[src/rtl/btn_conditioner.sv]
// Button conditioner: per-button 2-flop synchronizer plus 4-state debounce FSM,
// producing a one-cycle press pulse and a debounced level for east and west.
// Optional auto-repeat while held is enabled by defining BTN_AUTOREPEAT_EN.

module btn_conditioner_ch #(
  parameter int unsigned DEBOUNCE_CYCLES = 1000000,
  parameter int unsigned CNT_W           = 20,
  parameter int unsigned REPEAT_DELAY    = 25000000,
  parameter int unsigned REPEAT_PERIOD   = 5000000,
  parameter int unsigned REP_W           = 25
) (
  input  logic clk,
  input  logic reset,
  input  logic i_raw,
  output logic o_pulse,
  output logic o_level
);

  typedef enum logic [1:0] {
    S_IDLE        = 2'd0,
    S_PRESS_CHK   = 2'd1,
    S_PRESSED     = 2'd2,
    S_RELEASE_CHK = 2'd3
  } state_t;

  localparam logic [CNT_W-1:0] CNT_LAST = CNT_W'(DEBOUNCE_CYCLES - 1);

  logic             r_sync1;
  logic             r_sync2;
  state_t           r_state;
  state_t           w_state_nxt;
  logic [CNT_W-1:0] r_cnt;
  logic [CNT_W-1:0] w_cnt_nxt;
  logic             r_pulse;
  logic             w_pulse_nxt;
  logic             r_level;
  logic             w_level_nxt;

`ifdef BTN_AUTOREPEAT_EN
  localparam logic [REP_W-1:0] REP_DELAY_LAST  = REP_W'(REPEAT_DELAY - 1);
  localparam logic [REP_W-1:0] REP_PERIOD_LAST = REP_W'(REPEAT_PERIOD - 1);

  logic [REP_W-1:0] r_rep;
  logic [REP_W-1:0] w_rep_nxt;
  logic             r_rep_run;
  logic             w_rep_run_nxt;
  logic             w_rep_fire;
`else
  // Repeat parameters are accepted but have no function in this build.
  logic w_unused_rep;
  assign w_unused_rep = ^{REP_W'(REPEAT_DELAY), REP_W'(REPEAT_PERIOD)};
`endif

  // Two-flop synchronizer for the asynchronous pad input.
  always_ff @(posedge clk) begin
    if (reset) begin
      r_sync1 <= 1'b0;
      r_sync2 <= 1'b0;
    end else begin
      r_sync1 <= i_raw;
      r_sync2 <= r_sync1;
    end
  end

  // Debounce state, counter and registered outputs.
  always_ff @(posedge clk) begin
    if (reset) begin
      r_state   <= S_IDLE;
      r_cnt     <= '0;
      r_pulse   <= 1'b0;
      r_level   <= 1'b0;
`ifdef BTN_AUTOREPEAT_EN
      r_rep     <= '0;
      r_rep_run <= 1'b0;
`endif
    end else begin
      r_state   <= w_state_nxt;
      r_cnt     <= w_cnt_nxt;
      r_pulse   <= w_pulse_nxt;
      r_level   <= w_level_nxt;
`ifdef BTN_AUTOREPEAT_EN
      r_rep     <= w_rep_nxt;
      r_rep_run <= w_rep_run_nxt;
`endif
    end
  end

  // Next-state, counter and pulse decode.
  always_comb begin
    w_state_nxt   = r_state;
    w_cnt_nxt     = r_cnt;
    w_pulse_nxt   = 1'b0;
`ifdef BTN_AUTOREPEAT_EN
    w_rep_nxt     = r_rep;
    w_rep_run_nxt = r_rep_run;
    // First repeat waits the long delay, later ones the shorter period.
    w_rep_fire    = r_rep_run ? (r_rep == REP_PERIOD_LAST)
                              : (r_rep == REP_DELAY_LAST);
`endif

    case (r_state)
      S_IDLE: begin
        if (r_sync2) begin
          w_state_nxt = S_PRESS_CHK;
          w_cnt_nxt   = '0;
        end
      end

      S_PRESS_CHK: begin
        if (!r_sync2) begin
          w_state_nxt = S_IDLE;
          w_cnt_nxt   = '0;
        end else if (r_cnt == CNT_LAST) begin
          w_state_nxt   = S_PRESSED;
          w_pulse_nxt   = 1'b1;
`ifdef BTN_AUTOREPEAT_EN
          w_rep_nxt     = '0;
          w_rep_run_nxt = 1'b0;
`endif
        end else begin
          w_cnt_nxt = r_cnt + CNT_W'(1);
        end
      end

      S_PRESSED: begin
        if (!r_sync2) begin
          // Repeat counter is left frozen while the release is qualified.
          w_state_nxt = S_RELEASE_CHK;
          w_cnt_nxt   = '0;
        end else begin
`ifdef BTN_AUTOREPEAT_EN
          if (w_rep_fire) begin
            w_pulse_nxt   = 1'b1;
            w_rep_nxt     = '0;
            w_rep_run_nxt = 1'b1;
          end else begin
            w_rep_nxt = r_rep + REP_W'(1);
          end
`endif
        end
      end

      S_RELEASE_CHK: begin
        if (r_sync2) begin
          // Bounce back to held: no new pulse, repeat delay restarts.
          w_state_nxt   = S_PRESSED;
          w_cnt_nxt     = '0;
`ifdef BTN_AUTOREPEAT_EN
          w_rep_nxt     = '0;
          w_rep_run_nxt = 1'b0;
`endif
        end else if (r_cnt == CNT_LAST) begin
          w_state_nxt = S_IDLE;
        end else begin
          w_cnt_nxt = r_cnt + CNT_W'(1);
        end
      end

      default: begin
        w_state_nxt = S_IDLE;
        w_cnt_nxt   = '0;
      end
    endcase

    w_level_nxt = (w_state_nxt == S_PRESSED) || (w_state_nxt == S_RELEASE_CHK);
  end

  assign o_pulse = r_pulse;
  assign o_level = r_level;

endmodule

module btn_conditioner #(
  parameter int unsigned DEBOUNCE_CYCLES = 1000000,
  parameter int unsigned CNT_W           = 20,
  parameter int unsigned REPEAT_DELAY    = 25000000,
  parameter int unsigned REPEAT_PERIOD   = 5000000,
  parameter int unsigned REP_W           = 25
) (
  input  logic clk,
  input  logic reset,
  input  logic btn_east_raw,
  input  logic btn_west_raw,
  output logic east_pulse,
  output logic west_pulse,
  output logic east_level,
  output logic west_level
);

  btn_conditioner_ch #(
    .DEBOUNCE_CYCLES (DEBOUNCE_CYCLES),
    .CNT_W           (CNT_W),
    .REPEAT_DELAY    (REPEAT_DELAY),
    .REPEAT_PERIOD   (REPEAT_PERIOD),
    .REP_W           (REP_W)
  ) u_east (
    .clk     (clk),
    .reset   (reset),
    .i_raw   (btn_east_raw),
    .o_pulse (east_pulse),
    .o_level (east_level)
  );

  btn_conditioner_ch #(
    .DEBOUNCE_CYCLES (DEBOUNCE_CYCLES),
    .CNT_W           (CNT_W),
    .REPEAT_DELAY    (REPEAT_DELAY),
    .REPEAT_PERIOD   (REPEAT_PERIOD),
    .REP_W           (REP_W)
  ) u_west (
    .clk     (clk),
    .reset   (reset),
    .i_raw   (btn_west_raw),
    .o_pulse (west_pulse),
    .o_level (west_level)
  );

endmodule
[config.mk]
export PLATFORM = sky130hd
export DESIGN_NAME = btn_conditioner
export DESIGN_NICKNAME = d
export VERILOG_FILES = /design/src/rtl/btn_conditioner.sv
export SDC_FILE = /design/constraint.sdc
export NUM_CORES = 1
export LEC_CHECK = 0
export ABC_AREA = 1
export BUFFER_PORTS_ARGS = -buffer_cell sky130_fd_sc_hd__buf_2
export CAP_MARGIN = 20
export CORE_UTILIZATION = 51
export DETAILED_ROUTE_END_ITERATION = 10
export HOLD_SLACK_MARGIN = 0.1
export PLACE_DENSITY = 0.79
export RECOVER_POWER = 50
export SLEW_MARGIN = 20
export SYNTH_ARGS = -nofsm -noshare
export SYNTH_HDL_FRONTEND = slang
export SYNTH_HIERARCHICAL = 1
export SYNTH_SLANG_ARGS = --single-unit
[constraint.sdc]
create_clock -name clk -period 4.1 [get_ports clk]
set_input_delay 0.205 -clock clk [delete_from_list [all_inputs] [get_ports clk]]
set_output_delay 0.205 -clock clk [all_outputs]
set_load 0.01 [all_outputs]
== After elaboration in Yosys (flattened, before gate mapping) ==
Cells that the tools add are included.
W data, S select, Z words.
Operators by class
  add/sub/neg operators: 2
  multiply operators: 0
  divide/modulo/power cells: 0
  $lt $le $gt $ge: 0
  equal/unequal tests: 16
  shift operators: 0
  mux-type cells: 28
  bitwise gates (word level): 4
  reductions and logical operators: 8
Operators with widths (count)
  $mux W20: 10
  $pmux W20 S4: 2
  $add A20 B1 Y20 const B: 2
  $eq A20 B20 Y1 const B: 2
  $mux W2: 12
  $eq A2 B2 Y1 const B: 8
  $pmux W2 S4: 2
  $reduce_or A3 Y1: 2
  $eq A2 B1 Y1 const B: 2
  $logic_not A2 Y1: 2
  $ne A2 B1 Y1 const B: 2
  $ne A2 B2 Y1 const B: 2
  $not A1 Y1: 4
  $reduce_and A2 Y1: 2
  $logic_or A1 B1 Y1: 2
  $mux W1: 2
Storage, ports and cells
  bits in registers: 52
  latch bits: 0
  RAM bits: 0
  memory bits (read-only): 0
  input bits: 4
  output and inout bits: 4
  word-level logic and storage cells: 70
  memories: 0

== Longest topological paths before layout ==
  depth after elaboration: 6
  depth in mapped cells: 10
  gate-level depth less buffers: 10

== Modules after synthesis ==
Netlist, hierarchy kept.
Modules (own cells, without submodules)
  btn_conditioner_ch: instances 2, cells an instance 229, area each 1520.2 µm²

== Least setup slack after synthesis ==
No wires, ideal clock.
  path type: flip-flop to flip-flop
  start point: register u_east.r_cnt[0]
  end point: register u_east.r_level, in the netlist u_east/o_level
  data arrival time: 1335 ps
  slack: 2649 ps
  cell stages (with the launch flop): 8
  path through: dfxtp_1 -> ha_1 -> nand2_2 -> nor2_4 -> nand3_4 -> nor2_2 -> nand2_1 -> and3_1
Between the ends
  word-level cells in the longest chain between the ends: 6
  elaborated cells on any way between the ends: 9
  classes of those cells: 3 x eq/ne; 5 x mux; 1 x reduce/logical
Ends and longest elaborated chain
  from (decl): line 32  | logic [CNT_W-1:0] r_cnt;
  from (signal assigned): line 78  | r_cnt <= w_cnt_nxt;
  $eq A20 B20 Y1 *: line 113, 152
  $mux W2, on equally long branches: line 152, 113
  $mux W2, on equally long branches: line 144, 110
  $pmux W2 S4 *: line 101  | case (r_state)
  $eq A2 B2 Y1: line 165  | w_level_nxt = (w_state_nxt == S_PRESSED) || (w_state_nxt == S_RELEASE_CHK);
  $logic_or A1 B1 Y1 *: line 165
  to (signal assigned): line 80  | r_level <= w_level_nxt;
  to (decl): line 36  | logic r_level;
Mark *: on every way between the ends. The rest lies on a longest branch, timed or not.
A chain may end at the register's enable or synchronous reset.

== Final worst setup path ==
  start point: register u_west.r_state[1]
  end point: register u_west.r_cnt[5]
Between the ends
  word-level cells in the longest chain between the ends: 3
  elaborated cells on any way between the ends: 8
  classes of those cells: 5 x eq/ne; 1 x mux; 2 x reduce/logical
Ends and longest elaborated chain
  from (decl): line 30  | state_t r_state;
  from (signal assigned): line 77  | r_state <= w_state_nxt;
  $eq A2 B2 Y1 / $logic_not A2 Y1 (equally long branches): line 101
  $ne A2 B2 Y1 (no line) / $ne A2 B1 Y1 (equally long branches)
  $reduce_and A2 Y1 (no line)
  to (signal assigned): line 78
  to (decl): line 32
Parallel ways exist; a longest one is shown, timed or not.

==> impl_metrics.csv <==
group,metric,value,unit
yosys,yosys.area.top_type,"dfxtp_1",
place,hpwl,5.163,mm
yosys,synth_area_leaders,"dfxtp_1, nand2_1, nor2_1",
yosys,synth_ff_type,"dfxtp_1",
detailed_routing,firstDrtPassIters,5,
die,placementRows,27,
timing,hold_viol,0,
timing,slew_violations,0,
worst_setup_path,cp_max_fo,13,
global_route,grt_max_degree,23,
timing,setup_viol,0,
cts,root_buffer,"clkbuf_8",
timing,fin_tns_setup,0,ns
timing,max_freq,385.7,MHz
worst_setup_path,cp.required,4.34,ns
die,core,5642,um2
power,p_sw_share,21.46,%
power,switching_power,0.2005,mW
detailed_routing,drt-wirelength-per-cell,12.63,um
timing,min_period,2.593,ns
cts,postCtsResizedCells,0,
die,initial_core_util,53.89,%
timing,skew,0.005637,ns
cts,clkLatencyLatePin,0.30,ns
power,clock_power_share,40.8,%
worst_setup_path,crit_arrival,2.83,ns
yosys,synth_top_area_share,34.24,%
finish,nets,476,
global_route,overflow,0,
cts,clk_pin_slew_worst_paths,0.09,ns
power,ir_worst_vdd,209.5,uV
place,gp_congestion,0.9213,
finish,syn_to_final_growth,5.679,%
worst_setup_path,end_kind,"flop",
global_route,grt_pass1_wl,11.79,mm
outcome,outcome,"finished, final reports clean",
global_route,grt_util_all_layers,23.79,%
detailed_routing,drt_iter0_drc,161,
die,dieArea,6274,um2
detailed_routing,vias,2935,
power,power_density,290.8,nW/um2
yosys,synth-async-reset-ratio,0,%
worst_setup_path,start_kind,"flop",
timing,relSlewSlack,43.25,%
finish,drive_above_1_share,9.766,%
global_route,grt_pass1_vias,2644,
worst_hold_path,min_path_type,"in2reg",
place,io_buffers,7,
yosys,synth_edf_count,0,
yosys,yosysWarningCount,6,
job,drv_cap,0,
timing,worst_pin_slew,0.8481,ns
cts,cts_tree,"done",
die,die_x,79.21,um
finish,n_antenna_cell,0,
yosys,ys_seq_area_share,34.24,%
power,combPwrFrac,4.5,%
power,power.internal,0.7338,mW
detailed_routing,ant_nets,0,
yosys,netlist_area,3040,um2
detailed_routing,drc,0,
cts,h-tree-depth,2,
place,dpl_worst_slack,2.454,ns
cts,clockBufferDepth,2,
timing,setup_ws,1.507,ns
global_route,antenna_found_initial,0,
yosys,netlist_instances,458,
worst_hold_path,min_path_cells,2,
cts,cts_hold_buffers,2,
die,pin_count,8,
die,fp.dieH,79.21,um
worst_setup_path,crit_type,"reg2reg",
yosys,synth-seq-cells,52,
yosys,synth_nets,464,
power,leakage,1.172,nW
cts,cts_sinks,52,
finish,fillCellCount,523,
worst_setup_path,ff2ff_path_depth,10,
power,seq_power_share,54.7,%
detailed_routing,avgViaCountPerCell,5.405,
timing,rsz0062_at_grt,"no",
yosys,synthDistinctLibCells,31,
cts,cts_inserted_buffers,5,
cts,post_cts_buffers,0,
yosys,synth_area_per_cell,6.638,um2
timing,period_share,63.24,%
detailed_routing,wirelength,6.858,mm
## sequential cells by signal, indices dropped and copies added, names as in the netlist, 2 cells and up
name,cells
u_west/r_state,2
u_west/r_cnt,20
u_east/r_state,2
u_east/r_cnt,20
## layout make-up
| type | count | area [um2] | share of cell area (%) |
|---|---|---|---|
| Clock buffer | 7 | 96.34 | 2.998 |
| Clock inverter | 1 | 30.03 | 0.9346 |
| Inverter | 54 | 212.7 | 6.620 |
| Multi-Input combinational cell | 348 | 1693 | 52.69 |
| Sequential cell | 52 | 1041 | 32.40 |
| Tap cell | 72 | 90.09 | 2.804 |
| Timing Repair Buffer | 9 | 50.05 | 1.558 |
## per-layer routing
layer	share of wire, %	GRT usage, %	vias up	routed length (um)
met4	2.0	8.182	0	135
met3	5.5	3.793	14	376
li1	-	-	1502	-
met1	48	32.37	1331	3326
met5	0	0	-	0
met2	44	38.02	88	3019
## logic make-up after synthesis
group / share of synthesized area (%)
simple gates: 47.65
buf+inv: 7.737
fa+ha+maj: 0.8229
flops: 34.24
compound gates: 7.243
xor+xnor: 2.305
## cell usage after synthesis, drive strengths merged, types with 4 or more instances
master	number
inv	52
nand4	22
dfxtp	52
and3	6
o21a	4
a21oi	18
xor2	8
nand2	132
nand3	50
nor2	88
o21ai	6
a31oi	4
## placed cells by master (no fill, tap or decap), drive strengths merged
cell,count
nand2,132
nor2,88
dfxtp,52
inv,51
nand3,50
nand4,22
a21oi,18
clkbuf,11
xor2,8
and3,6
o21ai,6
a31oi,4
o21a,4
buf,3
dlygate4sd3,2
nor4,2
clkinvlp,2
nor3b,2
or2,2
a2bb2oi,2
ha,2
bufinv,1
clkinv,1
## worst max-delay path, stage by stage, from the launching register on
cell        delay (ns)
dfxtp_1           0.38
inv_1             0.08
nand2_1           0.08
nand2_1           0.28
nor2_1            0.69
clkinvlp_2        0.47
nand2_4           0.16
nand2_4           0.10
clkinv_4          0.10
nand2_1           0.07
a21oi_2           0.11
## metrics by stage
stage               power, mW  hold WS [ns]  area, um2  instances  util (%)
floorplan              0.5574        0.3120       3040        458         -
CTS                    0.9500        0.3011       3294        543     58.39
detailed placement     0.5682        0.4017       3148        533     55.80
global placement       0.5673        0.4005       3148        533     55.80
finish                 0.9344        0.3068       3213        543     56.95
global route           0.9649        0.3136       3213        543     56.95
## power groups by stage
stage	logic (mW)	clock network [mW]	registers [mW]
floorplan	0.0346	0	0.523
detailed placement	0.0448	0	0.523
global route	0.0465	0.407	0.512
global placement	0.0439	0	0.523
finish	0.0417	0.382	0.511
CTS	0.0465	0.392	0.512
## final timing paths
| path | startpoint | endpoint | slack, ns |
|---|---|---|---|
| hold / removal | reset | u_west/r_sync1$_SDFF_PP0_ | 0.31 |
| setup reg to reg | u_west/r_state[1]$_SDFF_PP0_ | u_west/r_cnt[5]$_SDFFE_PP0P_ | 1.51 |
| hold reg to reg | u_west/r_sync1$_SDFF_PP0_ | u_west/r_sync2$_SDFF_PP0_ | 0.41 |
| setup / recovery | u_west/r_state[1]$_SDFF_PP0_ | u_west/r_cnt[5]$_SDFFE_PP0P_ | 1.51 |
(Power assumes the default switching activity.)
